$ cat config.mk
export PLATFORM = sky130hd
export DESIGN_NAME = t_pulse_gen
export DESIGN_NICKNAME = d
export VERILOG_FILES = /design/src/rtl/t_pulse_pkg.sv /design/src/rtl/sync2.sv /design/src/rtl/t_pulse_gen.sv
export SDC_FILE = /design/constraint.sdc
export NUM_CORES = 1
export LEC_CHECK = 0
export ABC_AREA = 1
export BUFFER_PORTS_ARGS = -buffer_cell sky130_fd_sc_hd__buf_2
export CAP_MARGIN = 20
export CORE_AREA = 2 2 39 41
export CTS_CLUSTER_DIAMETER = 120
export DETAILED_ROUTE_END_ITERATION = 8
export DIE_AREA = 0 0 41 43
export HOLD_SLACK_MARGIN = 0.06
export PLACE_DENSITY_LB_ADDON = 0.2
export SYNTH_ARGS = -nofsm -noshare
export SYNTH_HDL_FRONTEND = slang
export SYNTH_SLANG_ARGS = --single-unit
$ cat constraint.sdc
create_clock -name clk -period 2.3 [get_ports clk]
set_clock_uncertainty 0.1 [all_clocks]
set_input_delay 0.23 -clock clk [delete_from_list [all_inputs] [get_ports clk]]
set_output_delay 0.23 -clock clk [all_outputs]
set_load 0.03 [all_outputs]
$ cat src/rtl/t_pulse_pkg.sv
// Shared types and defaults for the push-button to toggle-pulse front end.
package t_pulse_pkg;

    typedef enum logic [1:0] {
        IDLE      = 2'd0,
        PRESS_CHK = 2'd1,
        HELD      = 2'd2,
        REL_CHK   = 2'd3
    } state_t;

    localparam int DEF_DEBOUNCE_CYCLES = 4;
    localparam int DEF_REPEAT_DELAY    = 8;
    localparam int DEF_REPEAT_PERIOD   = 4;

    // Counter width for a 0..v-1 range, never narrower than one bit.
    function automatic int clog2_min1(input int v);
        return (v > 2) ? $clog2(v) : 1;
    endfunction

endpackage

$ cat src/rtl/sync2.sv
// Generic 1-bit two-flop synchronizer, async active-low reset to 0.
module sync2 (
    input  logic clk,
    input  logic n_rst,
    input  logic d,
    output logic q
);

    logic s1;

    always_ff @(posedge clk or negedge n_rst) begin
        if (!n_rst) begin
            s1 <= 1'b0;
            q  <= 1'b0;
        end else begin
            s1 <= d;
            q  <= s1;
        end
    end

endmodule

$ cat src/rtl/t_pulse_gen.sv
// Debounced push-button to one-cycle toggle pulse for a T flip-flop.
// Define T_PULSE_AUTOREPEAT_EN to add hold-to-repeat pulses.
module t_pulse_gen
    import t_pulse_pkg::*;
#(
    parameter int DEBOUNCE_CYCLES = DEF_DEBOUNCE_CYCLES,
    parameter int REPEAT_DELAY    = DEF_REPEAT_DELAY,
    parameter int REPEAT_PERIOD   = DEF_REPEAT_PERIOD
) (
    input  logic clk,
    input  logic n_rst,
    input  logic btn_in,
    output logic t_out,
    output logic pressed
);

    localparam int            CW      = clog2_min1(DEBOUNCE_CYCLES);
    localparam logic [CW-1:0] CNT_MAX = CW'(DEBOUNCE_CYCLES - 1);

    logic          btn_s;
    state_t        state, nxt;
    logic [CW-1:0] cnt, cnt_nxt;
    logic          rep_fire;
    logic          pulse_nxt, pressed_nxt;

    sync2 u_sync (
        .clk   (clk),
        .n_rst (n_rst),
        .d     (btn_in),
        .q     (btn_s)
    );

    always_ff @(posedge clk or negedge n_rst) begin
        if (!n_rst) begin
            state <= IDLE;
            cnt   <= '0;
        end else begin
            state <= nxt;
            cnt   <= cnt_nxt;
        end
    end

    always_comb begin
        nxt     = state;
        cnt_nxt = cnt;
        case (state)
            IDLE: begin
                if (btn_s) begin
                    nxt     = PRESS_CHK;
                    cnt_nxt = '0;
                end
            end
            PRESS_CHK: begin
                if (!btn_s)              nxt     = IDLE;
                else if (cnt == CNT_MAX) nxt     = HELD;
                else                     cnt_nxt = cnt + 1'b1;
            end
            HELD: begin
                if (!btn_s) begin
                    nxt     = REL_CHK;
                    cnt_nxt = '0;
                end
            end
            REL_CHK: begin
                if (btn_s)               nxt     = HELD;
                else if (cnt == CNT_MAX) nxt     = IDLE;
                else                     cnt_nxt = cnt + 1'b1;
            end
            default: nxt = IDLE;
        endcase
    end

`ifdef T_PULSE_AUTOREPEAT_EN
    localparam int RMAX = (REPEAT_DELAY > REPEAT_PERIOD) ? REPEAT_DELAY : REPEAT_PERIOD;
    localparam int RW   = $clog2(RMAX) + 1;

    logic [RW-1:0] rcnt;
    logic          rfirst;

    // Counts only HELD cycles, so a release glitch pauses the cadence.
    assign rep_fire = (state == HELD) &&
                      (rcnt == (rfirst ? RW'(REPEAT_DELAY - 1) : RW'(REPEAT_PERIOD - 1)));

    always_ff @(posedge clk or negedge n_rst) begin
        if (!n_rst) begin
            rcnt   <= '0;
            rfirst <= 1'b1;
        end else if (state == IDLE) begin
            rcnt   <= '0;
            rfirst <= 1'b1;
        end else if (state == HELD) begin
            if (rep_fire) begin
                rcnt   <= '0;
                rfirst <= 1'b0;
            end else begin
                rcnt   <= rcnt + 1'b1;
            end
        end
    end
`else
    assign rep_fire = 1'b0;
`endif

    always_comb begin
        pulse_nxt   = ((state == PRESS_CHK) && (nxt == HELD)) || rep_fire;
        pressed_nxt = (nxt == HELD) || (nxt == REL_CHK);
    end

    always_ff @(posedge clk or negedge n_rst) begin
        if (!n_rst) begin
            t_out   <= 1'b0;
            pressed <= 1'b0;
        end else begin
            t_out   <= pulse_nxt;
            pressed <= pressed_nxt;
        end
    end

endmodule

* Yosys cells after proc, flatten, opt, wreduce, memory -nomap -nowiden
Index checks and enable logic that the tools add are counted.
** Operators by class
- $add $sub $neg :: 1
- Multiply operators :: 0
- Div/mod/pow operators :: 0
- Magnitude comparators :: 0
- Equal/unequal tests :: 10
- Shift operators :: 0
- Muxes and demuxes :: 13
- Bitwise logic cells :: 0
- Reduce and logical (&&, ||, !) cells :: 4
** Operator list (count)
- 2-to-1 mux 2 bit :: 11
- one-hot mux 2 bit (4 select lines) :: 2
- == test 2 bit (second input constant) :: 5
- inequality test 2 x 1 -> 1 bit (second input constant) :: 2
- inequality test 2 bit (second input constant) :: 2
- AND reduction 4 bit :: 1
- adder 2 x 1 -> 2 bit (second input constant) :: 1
- == test 2 x 1 -> 1 bit (second input constant) :: 1
- zero test 2 bit :: 1
- logical AND 1 bit :: 1
- logical OR 1 bit :: 1
** Word-level totals
- Register bits after elaboration :: 8
- Bits in latches :: 0
- Bits in writable memories :: 0
- Bits in read-only memories :: 0
- Input port bits :: 3
- Output and inout port bits :: 2
- Logic and storage cells :: 34
- Memories kept :: 0

* Depth between registers and ports, before layout
- Word-level depth :: 6
- Mapped depth :: 6
- Mapped depth without buffers :: 6

* By module
Synthesis repeated with hierarchy kept, for this count alone.
** Unflattened totals
- Cells, all modules :: 31
- Area, all modules :: 281.5 sq um
** By module, submodules not included
- t_pulse_gen :: times used 1, cells each 29, area each 231.5 sq um, sequential area each 125.1 sq um
- sync2 :: times used 1, cells each 2, area each 50.0 sq um, sequential area each 50.0 sq um

* Worst setup path before layout
OpenSTA, ideal clock, no wires.
- Path kind :: reg-to-reg
- From :: reg pressed (netlist name)
- To :: reg cnt[0]
- Library setup time :: 0.116 ns
- Data arrival time :: 0.886 ns
- Data required time :: 2.084 ns
- Slack :: 1.197 ns
- Stages on the path, launching flop included :: 6
- Path buffers :: 0
- Clock period less this slack :: 1.103 ns
- Cell sequence :: dfrtp_1 -> nand2_1 -> nand2_2 -> nor2_4 -> nand2_1 -> nand2_1
** RTL lines
- end signal, assigned :: RTL line t_pulse_gen.sv:39 : cnt <= cnt_nxt;
- end, declared :: RTL line t_pulse_gen.sv:22 : logic [CW-1:0] cnt, cnt_nxt;

* Worst setup path after layout
- From :: reg pressed
- To :: out pressed
** RTL lines
- start, declared :: RTL line t_pulse_gen.sv:14 : output logic pressed
- start signal, assigned :: RTL line t_pulse_gen.sv:115 : pressed <= pressed_nxt;
No word-level cell between the ends.

==> out/metrics.cfg <==
[status]
status = completed

[sta]
finalSetupViolations = 0
whs_ns = 0.237
drv_slew = 0
rsz0062_at_grt = false
max_freq_mhz = 848
finalHoldViolCount = 0
tightest_slew_ns = 0.199
min_period_ns = 1.18
final.period_utilization = 0.513
slew_headroom = 0.867
fin_setup_tns_ns = 0

[cells_and_area]
mostFrequentLayoutCell = nand2_1
finish.utilization = 0.271
final_cell_mix = 10 x nand2_1, 7 x dfrtp_1, 4 x inv_1, 4 x buf_2
num-nets-final = 46
fillers = 148
layout.area.seq_sq_um = 175
multi_input_area_sq_um = 95.1
drive_gt1_frac = 0.268
antenna_cells = 0
final_cell_area_sq_um = 375
syn_to_final_growth_pct = 29.9

[power]
p_per_area_mw_per_mm2 = 1090
peakVddDrop_mv = 0.302
power_mw = 0.408
p_leak_nw = 0.215

[clocking]
cts_tree = done
cts_root_buf = clkbuf_4
clkSlewWorstSetupHoldPaths_ns = 0.05
cts_max_path_buffers = 2
cts_setup_buffers = 0
cts.repair.resized = 0
clock_latency_ns = 0.25
cts.sinks = 7
numCtsBuffers = 3
cts_max_level = 1
holdBufCountCts = 2

[placed_design]
port_buffers = 4
place_area_sq_um = 329
place_congestion = 0.712

[critical_path]
start_kind = register
cpPeakStageDelay_ns = 0.39
critPathTopFamily = flip-flops
crit_arrival_ns = 0.85
worst_ep_required_time_ns = 1.97
cp_cell_sequence = buf_2
crit_fanout = 5
path_class = reg -> out
slowest_stage = dfrtp_1
endpoint_kind = output port
path_buf_inv = 1

[detailed_routing]
drt_iter0_markers = 2
ant_nets = 0
avgViaCountPerCell = 3.72
dr.pass1.iters = 2
routed_wl_microns = 406
route.detailed.drc = 0
num_vias = 212
routedWlPerCell_microns = 7.12

[grt]
grt_pass1_wl_microns = 745
grt.total_usage = 0.0719
gr-total-overflow = 0
grt_max_degree = 8
antenna_found_initial = 0
grt_pass1_vias = 221

[floorplan]
row_count = 14
start_util = 0.209
die_x_microns = 41
fp.dieH_microns = 43
io-pin-count = 5
die_area_sq_mm = 0.00176
core_area_sq_mm = 0.00138

[flow_run]
drv_cap = 0

[hold_path]
hold_path.class = in -> async

[synthesis]
synth-seq-cells = 7
netlist_area_sq_um = 289
yosysSeqAreaShare = 0.606
ys_warn_count = 0
postSynthAreaPerCell_sq_um = 9.32
synth.distinct_cells = 10
netlist_instances = 31
syn_nets = 35

## worst paths after layout
path	cells past startpoint	start	end	slack, ns
max	1	pressed$_DFF_PN0_	pressed	1.12
min	2	n_rst	pressed$_DFF_PN0_	0.24
max reg2reg	6	cnt[0]$_DFFE_PN0P_	cnt[0]$_DFFE_PN0P_	1.16
min reg2reg	0	u_sync.s1$_DFF_PN0_	u_sync.q$_DFF_PN0_	0.26
max in group asynchronous	2	n_rst	state[0]$_DFF_PN0_	1.71
min in group clk	0	u_sync.s1$_DFF_PN0_	u_sync.q$_DFF_PN0_	0.26
## state kept, by name, summed over array words and instances, names as in the netlist
signal / count
u_sync.s1: 1
u_sync.q: 1
pressed: 1
t_out: 1
state: 1
cnt: 2
## cell families after synthesis
group           after synthesis  synth area share
buf+inv                       5            0.0649
fa+ha+maj                     1            0.0433
flops                         7             0.606
simple gates                 17             0.268
compound gates                1            0.0173
## layout make-up
cell class,instances,share of cell area
tap,16,0.0533
clock buffer,4,0.0700
sequential,7,0.467
timing repair buffer,6,0.107
inverter,5,0.0500
multi-input combinational,19,0.253
## where the power goes
part,internal [mW],switching [mW]
Sequential,0.155,0.0241
Combinational,0.0455,0.0763
Clock,0.0659,0.0411
Total,0.267,0.142
## cells in the mapped netlist (all sizes together)
master	n	area (sq um)
nor2	4	22.5
nand2	12	50.1
ha	1	12.5
nand3	1	5.00
o21ai	1	5.00
inv	5	18.8
dfrtp	7	175
## routing by layer
| metal | GRT usage | vias up | part of all wire |
|---|---|---|---|
| li1 | - | 111 | - |
| met1 | 0.0563 | 92 | 0.43 |
| met2 | 0.103 | 5 | 0.48 |
| met3 | 0.0157 | 4 | 0.034 |
| met4 | 0.120 | 0 | 0.057 |
| met5 | 0 | - | 0 |
## stage by stage
step           setup slack (ns)  std cells
3_5_place_dp               1.17         51
2_1_floorplan              1.20         31
6_report                   1.12         57
5_1_grt                    1.05         57
3_3_place_gp               1.18         51
4_1_cts                    1.11         57
(Power assumes the default switching activity.)
